$ cat src/rtl/alarm_ctrl.sv
// Alarm controller downstream of dclock: stores an hh:mm alarm and drives a buzzer FSM (disarmed/armed/ringing/snoozing).
// Optional build macro ALARM_BEEP_EN: buzzer beeps on even seconds instead of a continuous tone.
module alarm_ctrl #(
  parameter int RING_SECS   = 30,
  parameter int SNOOZE_SECS = 300,
  parameter int MAX_SNOOZE  = 3
) (
  input  logic       clk,
  input  logic       rst,
  input  logic [6:0] hrs,
  input  logic [6:0] min,
  input  logic [6:0] sec,
  input  logic       set_en,
  input  logic [6:0] set_hrs,
  input  logic [6:0] set_min,
  input  logic       arm,
  input  logic       snooze,
  input  logic       stop,
  output logic [6:0] alarm_hrs,
  output logic [6:0] alarm_min,
  output logic       armed,
  output logic       ringing,
  output logic       buzz,
  output logic       set_err,
  output logic [2:0] snooze_left
);

  typedef enum logic [1:0] {
    S_DISARMED = 2'd0,
    S_ARMED    = 2'd1,
    S_RINGING  = 2'd2,
    S_SNOOZE   = 2'd3
  } state_t;

  localparam logic [11:0] RING_LAST = 12'(RING_SECS - 1);
  localparam logic [11:0] SNZ_LAST  = 12'(SNOOZE_SECS - 1);
  localparam logic [2:0]  SNZ_MAX   = 3'(MAX_SNOOZE);

  state_t      r_state, w_next;
  logic [6:0]  r_sec_q, r_alarm_hrs, r_alarm_min;
  logic [11:0] r_ring_cnt, r_snz_cnt, w_ring_cnt_nx, w_snz_cnt_nx;
  logic [2:0]  r_snooze_left, w_snooze_left_nx;
  logic        r_armed, r_ringing, r_buzz, r_set_err;
  logic        w_tick, w_match, w_set_ok_state, w_set_valid, w_load, w_set_err_nx, w_buzz_nx;

  function automatic logic [11:0] sat_inc(input logic [11:0] v);
    return (v == 12'hFFF) ? v : v + 12'd1;
  endfunction

  // A clock held at 00:00:00 out of reset never ticks, so a 00:00 alarm cannot fire spuriously.
  assign w_tick  = (sec != r_sec_q);
  assign w_match = w_tick && (sec == 7'd0) && (hrs == r_alarm_hrs) && (min == r_alarm_min);

  assign w_set_ok_state = (r_state == S_DISARMED) || (r_state == S_ARMED);
  assign w_set_valid    = (set_hrs <= 7'd23) && (set_min <= 7'd59);
  assign w_load         = set_en && w_set_ok_state && w_set_valid;
  assign w_set_err_nx   = set_en && w_set_ok_state && !w_set_valid;

  always_comb begin
    w_next           = r_state;
    w_ring_cnt_nx    = r_ring_cnt;
    w_snz_cnt_nx     = r_snz_cnt;
    w_snooze_left_nx = r_snooze_left;
    case (r_state)
      S_DISARMED: begin
        if (arm) w_next = S_ARMED;
      end
      S_ARMED: begin
        if (!arm) begin
          w_next = S_DISARMED;
        end else if (w_match) begin
          w_next           = S_RINGING;
          w_ring_cnt_nx    = 12'd0;
          w_snooze_left_nx = SNZ_MAX;
        end
      end
      S_RINGING: begin
        if (!arm) begin
          w_next = S_DISARMED;
        end else if (stop) begin
          w_next = S_ARMED;
        end else if (snooze) begin
          // With no snoozes left the request behaves exactly like stop.
          if (r_snooze_left != 3'd0) begin
            w_next           = S_SNOOZE;
            w_snz_cnt_nx     = 12'd0;
            w_snooze_left_nx = r_snooze_left - 3'd1;
          end else begin
            w_next = S_ARMED;
          end
        end else if (w_tick) begin
          if (r_ring_cnt == RING_LAST) w_next = S_ARMED;
          else                         w_ring_cnt_nx = sat_inc(r_ring_cnt);
        end
      end
      S_SNOOZE: begin
        if (!arm) begin
          w_next = S_DISARMED;
        end else if (stop) begin
          w_next = S_ARMED;
        end else if (w_tick) begin
          if (r_snz_cnt == SNZ_LAST) begin
            w_next        = S_RINGING;
            w_ring_cnt_nx = 12'd0;
          end else begin
            w_snz_cnt_nx = sat_inc(r_snz_cnt);
          end
        end
      end
      default: w_next = S_DISARMED;
    endcase
  end

`ifdef ALARM_BEEP_EN
  assign w_buzz_nx = (w_next == S_RINGING) && !sec[0];
`else
  assign w_buzz_nx = (w_next == S_RINGING);
`endif

  always_ff @(posedge clk or posedge rst) begin
    if (rst) begin
      r_state       <= S_DISARMED;
      r_sec_q       <= 7'd0;
      r_alarm_hrs   <= 7'd0;
      r_alarm_min   <= 7'd0;
      r_ring_cnt    <= 12'd0;
      r_snz_cnt     <= 12'd0;
      r_snooze_left <= SNZ_MAX;
      r_armed       <= 1'b0;
      r_ringing     <= 1'b0;
      r_buzz        <= 1'b0;
      r_set_err     <= 1'b0;
    end else begin
      r_state       <= w_next;
      r_sec_q       <= sec;
      r_ring_cnt    <= w_ring_cnt_nx;
      r_snz_cnt     <= w_snz_cnt_nx;
      r_snooze_left <= w_snooze_left_nx;
      r_armed       <= (w_next != S_DISARMED);
      r_ringing     <= (w_next == S_RINGING);
      r_buzz        <= w_buzz_nx;
      r_set_err     <= w_set_err_nx;
      if (w_load) begin
        r_alarm_hrs <= set_hrs;
        r_alarm_min <= set_min;
      end
    end
  end

  assign alarm_hrs   = r_alarm_hrs;
  assign alarm_min   = r_alarm_min;
  assign armed       = r_armed;
  assign ringing     = r_ringing;
  assign buzz        = r_buzz;
  assign set_err     = r_set_err;
  assign snooze_left = r_snooze_left;

endmodule

$ cat config.mk
export PLATFORM = sky130hd
export DESIGN_NAME = alarm_ctrl
export DESIGN_NICKNAME = d
export VERILOG_FILES = /design/src/rtl/alarm_ctrl.sv
export SDC_FILE = /design/constraint.sdc
export NUM_CORES = 1
export LEC_CHECK = 0
export CORE_ASPECT_RATIO = 0.75
export CORE_MARGIN = 4
export CORE_UTILIZATION = 55
export CTS_BUF_LIST = sky130_fd_sc_hd__clkbuf_16
export DETAILED_ROUTE_END_ITERATION = 8
export PLACE_DENSITY = 0.81
export SLEW_MARGIN = 20
export SYNTH_ARGS = -nofsm -noshare
export SYNTH_HDL_FRONTEND = slang
export SYNTH_SLANG_ARGS = --single-unit
export TNS_END_PERCENT = 10
$ cat constraint.sdc
create_clock -name clk -period 3.3 [get_ports clk]
set_input_delay 0.66 -clock clk [delete_from_list [all_inputs] [get_ports clk]]
set_output_delay 0.66 -clock clk [all_outputs]
set_load 0.03 [all_outputs]
==> results of run 1 <==
report_power, final:
part / internal, W / switching, W
sequential: 0.000689 / 0.0000403
clock: 0.000433 / 0.000232
combinational: 0.000166 / 0.000161
total: 0.00129 / 0.000434
stage by stage:
step / total power (W) / cells / util
2_1_floorplan: 0.000909 / 297 / -
3_3_place_gp: 0.00106 / 424 / 0.725
3_5_place_dp: 0.00107 / 424 / 0.725
4_1_cts: 0.00173 / 432 / 0.763
5_1_grt: 0.00178 / 432 / 0.763
6_report: 0.00172 / 432 / 0.763
registers in the layout (all words and copies together) (netlist names):
register	count
alarm_hrs	7
armed	1
r_ring_cnt	12
buzz	1
r_sec_q	7
r_state	2
r_snz_cnt	12
set_err	1
alarm_min	7
snooze_left	3
worst register-to-register path, cell delays in order, from the launching register on:
cell	delay, ns
dfrtp_1	0.42
ha_1	0.23
nor4b_1	0.38
nand4_1	0.18
a21oi_1	0.28
nand2_1	0.34
or4_1	0.56
a21oi_1	0.16
placed cells by master, fill, tap and decap left out, types with 11 or more instances in the layout:
master            n
nand2_1          22
o21ai_0          12
nand3_1          17
o31ai_1          13
mux2_2           11
a21oi_1          17
or4_1            13
clkdlybuf4s50_1  61
nand4_1          15
dfrtp_1          51
xnor2_1          20
cell usage after synthesis (2+ instances only):
master	number	area, um^2
and3_1	7	43.8
o21ai_0	12	60.1
and2_1	4	25.0
o211ai_1	3	22.5
nand2b_1	3	18.8
mux2_2	11	124
or4_1	13	97.6
inv_1	8	30.0
or3_1	6	37.5
dfstp_2	2	52.6
buf_2	4	20.0
nor3_1	6	30.0
nor4_1	4	25.0
dfrtp_1	51	1280
clkbuf_1	7	26.3
nor2_1	7	26.3
nor4b_1	4	35.0
nand3_1	17	85.1
and3_4	2	22.5
mux2i_1	2	20.0
xnor2_1	20	175
o31ai_1	13	97.6
nand2_1	22	82.6
o21bai_1	2	15.0
ha_1	5	62.6
a21oi_1	17	85.1
nand4_1	15	93.8
nand4b_1	2	17.5
o311ai_0	4	35.0
how the worst max path moves through the flow:
stage	startpoint	endpoint	depth (start not counted)
6_report	arm	r_ring_cnt[6]	7
4_1_cts	arm	r_ring_cnt[6]	7
3_3_place_gp	arm	r_ring_cnt[10]	7
5_1_grt	r_snz_cnt[0]	r_ring_cnt[6]	7
3_5_place_dp	arm	r_ring_cnt[10]	7
2_1_floorplan	sec[0]	r_ring_cnt[2]	9
routing by layer:
layer  up-vias  global-route usage  share of wire
met2       125               0.366           0.45
met1      1236               0.307           0.43
met5         -                   0              0
met3         9              0.0913           0.11
met4         0              0.0520         0.0085
li1       1256                   -              -
cells by family (layout without fill, tap and decap cells):
group,count (synthesis),in the layout,share of synthesized area
compound gates,65,65,0.152
mux,13,13,0.0487
buf+inv,21,84,0.0296
fa+ha+maj,5,5,0.0212
simple gates,119,119,0.237
xor+xnor,21,21,0.0622
flops,53,53,0.450
final cells by class:
cell class | instances | share of cell area
clock buffers | 5 | 0.0326
multi-input cells | 223 | 0.401
repair buffers | 68 | 0.173
inverters | 8 | 0.00782
flip-flops and latches | 53 | 0.346
well taps | 72 | 0.0235
clock inverters | 3 | 0.0169
==> flow_summary.ini, run 1 <==
[finish]
area_growth_syn_to_layout_pct = 30.0
diodes = 0
final_area_um2 = 3840
fillers = 338
nets = 405
multiInputGateArea_um2 = 1540
seqCellArea_um2 = 1330
drive_gt1_frac = 0.0917

[worst_setup_path]
required_ns = 3.51
path_cells = clkdlybuf4s50_1 > nor4b_1 > a21oi_1 > a21oi_1 > nand2_1 > or4_1 > a21oi_1
critPathSlowestCell = clkdlybuf4s50_1
worstSetupPathType = input port to flip-flop
cp_top_family = simple AND/OR/NAND/NOR gates
r2r_setup_slack_ns = 0.68
end_kind = flip-flop
cp_max_fo = 17
r2r_start = r_snz_cnt[0]
slowest_delay_ns = 0.62
cp.buffers_inverters = 1
cp_common_cell = a21oi_1
reg2regPathDepth = 7
timing.rr.end = r_ring_cnt[6]
worstPathArrival_ns = 2.95
startpoint_type = input port

[yosys]
synthCells = 297
synthArstFlopShare = 1.00
ys_ff_latch = 53
ys_types = 53
synth_ff_type = dfrtp_1
syn_area_um2 = 2960
syn_avg_cell_area_um2 = 9.95
syn_nets = 343
ys_warn_count = 0
synth_edf_count = 0
ys_seq_area_frac = 0.450

[floorplan]
chipWidth_um = 92.6
coreArea_um2 = 5040
pin_count = 62
die_y_um = 71.5
initial_utilization = 0.587
dieArea_um2 = 6620
num_rows = 22

[timing]
slew_viol_final = 0
setup_viol = 0
hold_slack_ns = 0.558
fin_crit_ns = 2.74
fin_crit_sh = 0.830
rsz0062_at_grt = no
fin_tns_setup_ns = 0
max_freq_ghz = 0.365
relSlewSlack = 0.516
skew_ns = 0.00775
finalWorstSetupSlack_ns = 0.562
worstMarginPinSlew_ns = 0.708
hold_viol = 0

[place]
pre_cts_ws_ns = 0.333
gp_congestion = 0.816
dp_hpwl_um = 5470
io_buffers = 61
place_area_um2 = 3650

[clock_network]
clockRootBuffer = clkbuf_16
clkSlewWorstSetupHoldPaths_ns = 0.07
h-tree-depth = 2
cts_tree = built
holdBufCountCts = 0
post-cts-setup-buffers = 0
clkLatencyLatePin_ns = 0.29
clockBufferDepth = 2
cts_resized = 0
cts_buffers = 5
clock-sinks = 53

[min_path]
min_path_cells = 1
holdPathEnd = alarm_hrs[6]
holdCritStartpoint = alarm_hrs[6]
min_path_type = flip-flop to flip-flop

[power_and_ir_drop]
cellPowerDensity_nw_per_um2 = 449
leakage_nw = 1.49
irDropWorstVdd_mv = 0.305

[routing]
drt_iter0_drc = 174
ant_nets = 0
firstDrtPassIters = 5
via_per_inst = 6.08
vias = 2626
route.detailed.drc = 0
wl_um = 7370
wire_per_inst_um = 17.1

[global_route]
grt_pass1_vias = 2592
grt_max_degree = 26
grt_first_pass_wirelength_um = 12300
overflow = 0
grt_use_total = 0.232
antenna_found_initial = 0

[job]
cap_violations = 0

[run_status]
outcome = finished clean
No activity file was read; power rests on OpenSTA's default activity.
==> run 2, diff against run 1 <==
--- a/config.mk
+++ b/config.mk
@@ -7,10 +7,10 @@
 export LEC_CHECK = 0
 export CORE_ASPECT_RATIO = 0.75
 export CORE_MARGIN = 4
-export CORE_UTILIZATION = 55
+export CORE_UTILIZATION = 46
 export CTS_BUF_LIST = sky130_fd_sc_hd__clkbuf_16
 export DETAILED_ROUTE_END_ITERATION = 8
-export PLACE_DENSITY = 0.81
+export PLACE_DENSITY = 0.72
 export SLEW_MARGIN = 20
 export SYNTH_ARGS = -nofsm -noshare
 export SYNTH_HDL_FRONTEND = slang
==> constraint.sdc (replaced) <==
create_clock -name clk -period 2.2 [get_ports clk]
set_input_delay 0.44 -clock clk [delete_from_list [all_inputs] [get_ports clk]]
set_output_delay 0.44 -clock clk [all_outputs]
set_load 0.03 [all_outputs]
==> run 2 against run 1 <==
Count of clock-buffer cells in the layout did not move; combinational power grew 60%; first-iteration DRC count is 18% higher; global-route usage down 0.94 points; hold slack worse by 0.11 ns; sequential cell count did not move; final area increased by 12%; via count increased by 8.8%.
==> flow_summary.ini, run 2 (synthesis results as in run 1) <==
[clock_network]
clkLatencyLatePin_ns = 0.29
clockBufferDepth = 2
cts_buffers = 5
cts_tree = built
clkSlewWorstSetupHoldPaths_ns = 0.06
clockRootBuffer = clkbuf_16
clock-sinks = 53
holdBufCountCts = 0
h-tree-depth = 2

[worst_setup_path]
critPathSlowestCell = or4_1
startpoint_type = flip-flop
end_kind = flip-flop
cp_max_fo = 16
cp_common_cell = and3_4
worstSetupPathType = flip-flop to flip-flop
slowest_delay_ns = 0.52
worstPathArrival_ns = 2.41
r2r_start = r_snz_cnt[6]
path_cells = buf_4 > and3_4 > and4_4 > and3_4 > o311a_4 > or4_1 > a21oi_1
reg2regPathDepth = 7
r2r_setup_slack_ns = 0.007
required_ns = 2.41
timing.rr.end = r_snz_cnt[9]

[timing]
fin_crit_sh = 0.997
relSlewSlack = 0.684
hold_viol = 0
setup_viol = 0
skew_ns = 0.00401
fin_tns_setup_ns = 0
max_freq_ghz = 0.456
finalWorstSetupSlack_ns = 0.00687
slew_viol_final = 0
rsz0062_at_grt = yes
fin_crit_ns = 2.19
worstMarginPinSlew_ns = 0.473

[finish]
nets = 460
area_growth_syn_to_layout_pct = 46.1
diodes = 0
top_regs = r_ring_cnt: 12 flops, r_snz_cnt: 12 flops
final_cell_mix = buf_4 (60), clkdlybuf4s50_1 (55), dfrtp_1 (51), nand2_1 (22), xnor2_1 (20)
final_common_cell = buf_4
drive_gt1_frac = 0.256

[floorplan]
dieArea_um2 = 7780
chipWidth_um = 101
initial_utilization = 0.492
num_rows = 24
die_y_um = 77.4
pin_count = 62
coreArea_um2 = 6010

[place]
pre_cts_ws_ns = -0.417
io_buffers = 61
gp_congestion = 0.867
dp_hpwl_um = 6210

[min_path]
min_path_type = input port to flip-flop
holdCritStartpoint = sec[1]
holdPathEnd = r_sec_q[1]
min_path_cells = 1

[power_and_ir_drop]
leakage_nw = 1.77
cellPowerDensity_nw_per_um2 = 545
switching_share = 0.271
p_switching_w = 0.000638
power_frac_clock = 0.313
power.share.combinational = 0.223
p_int_w = 0.00171
irDropWorstVdd_mv = 0.465
pwr-share-seq = 0.464

[routing]
ant_nets = 0
drt_iter0_drc = 206
wire_per_inst_um = 16.6
route.detailed.drc = 0
vias = 2856
firstDrtPassIters = 5
wl_um = 8180
via_per_inst = 5.80

[global_route]
grt_max_degree = 34
antenna_found_initial = 0
grt_use_total = 0.223
grt_pass1_vias = 2836
grt_first_pass_wirelength_um = 13900
overflow = 0

[run_status]
outcome = finished clean

[job]
cap_violations = 0
[run 2: changes by cell type in the layout (fill, tap and decap cells not counted), sizes merged]
cell	change
bufinv	-2
dlygate4sd2	+6
clkdlybuf4s50	-6
buf	+55
inv	+1
[run 2: through the flow]
stage / util / hold slack, ns / cell area [um^2] / total power [W] / cells
after floorplan: - / 0.471 / 2960 / 0.00136 / 297
after global placement: 0.675 / 0.532 / 4060 / 0.00162 / 483
after detailed placement: 0.675 / 0.531 / 4060 / 0.00162 / 483
after CTS: 0.710 / 0.443 / 4260 / 0.00237 / 491
after global routing: 0.719 / 0.452 / 4320 / 0.00246 / 492
final: 0.719 / 0.447 / 4320 / 0.00235 / 492
[run 2: how the worst max path moves through the flow]
| stage | start | to | slack, ns | cells past startpoint |
|---|---|---|---|---|
| after floorplan | snooze_left[0] | snooze_left[2] | 0.08 | 8 |
| after global placement | sec[5] | r_ring_cnt[2] | -0.34 | 9 |
| after detailed placement | sec[5] | r_state[0] | -0.42 | 9 |
| after CTS | r_snz_cnt[6] | r_snz_cnt[9] | -0.03 | 7 |
| after global routing | r_snz_cnt[0] | r_ring_cnt[10] | -0.11 | 8 |
| final | r_snz_cnt[6] | r_snz_cnt[9] | 0.007 | 7 |
[run 2: repair_timing]
action,4_1_cts,5_1_grt
resized for setup,24,15
gates cloned,1,0
buffers inserted,0,1
hold endpoints to repair,0,0
setup endpoints to repair,22,23
pin swaps,9,10
[run 2: metal layers]
metal,vias to the layer above,global-route usage,part of all wire
met5,-,0,0
met4,0,0.0498,0.010
met3,9,0.0618,0.11
met2,156,0.326,0.44
met1,1330,0.330,0.45
li1,1361,-,-
[run 2: cell type report]
| type | instances | area [um^2] |
|---|---|---|
| clock buffer | 5 | 125 |
| clock inverter | 2 | 7.51 |
| fill | 441 | 1690 |
| inverter | 8 | 30.0 |
| multi-input combinational | 223 | 1650 |
| sequential | 53 | 1330 |
| tap | 78 | 97.6 |
| timing repair buffer | 123 | 1080 |
[run 2: worst max-delay path: cells and delay by family, from the launching register on]
kind	cells	cell delay, ns
AND/OR/NAND/NOR	4	1.04
buffers and inverters	1	0.15
flip-flops	1	0.42
AO/OA/AOI/OAI	2	0.51
[run 2: power by group through the flow]
stage | registers (W) | clock network, W | logic, W
floorplan | 0.00120 | 0 | 0.000159
global placement | 0.00111 | 0 | 0.000510
detailed placement | 0.00111 | 0 | 0.000517
CTS | 0.00109 | 0.000756 | 0.000526
global route | 0.00110 | 0.000800 | 0.000561
finish | 0.00109 | 0.000736 | 0.000524
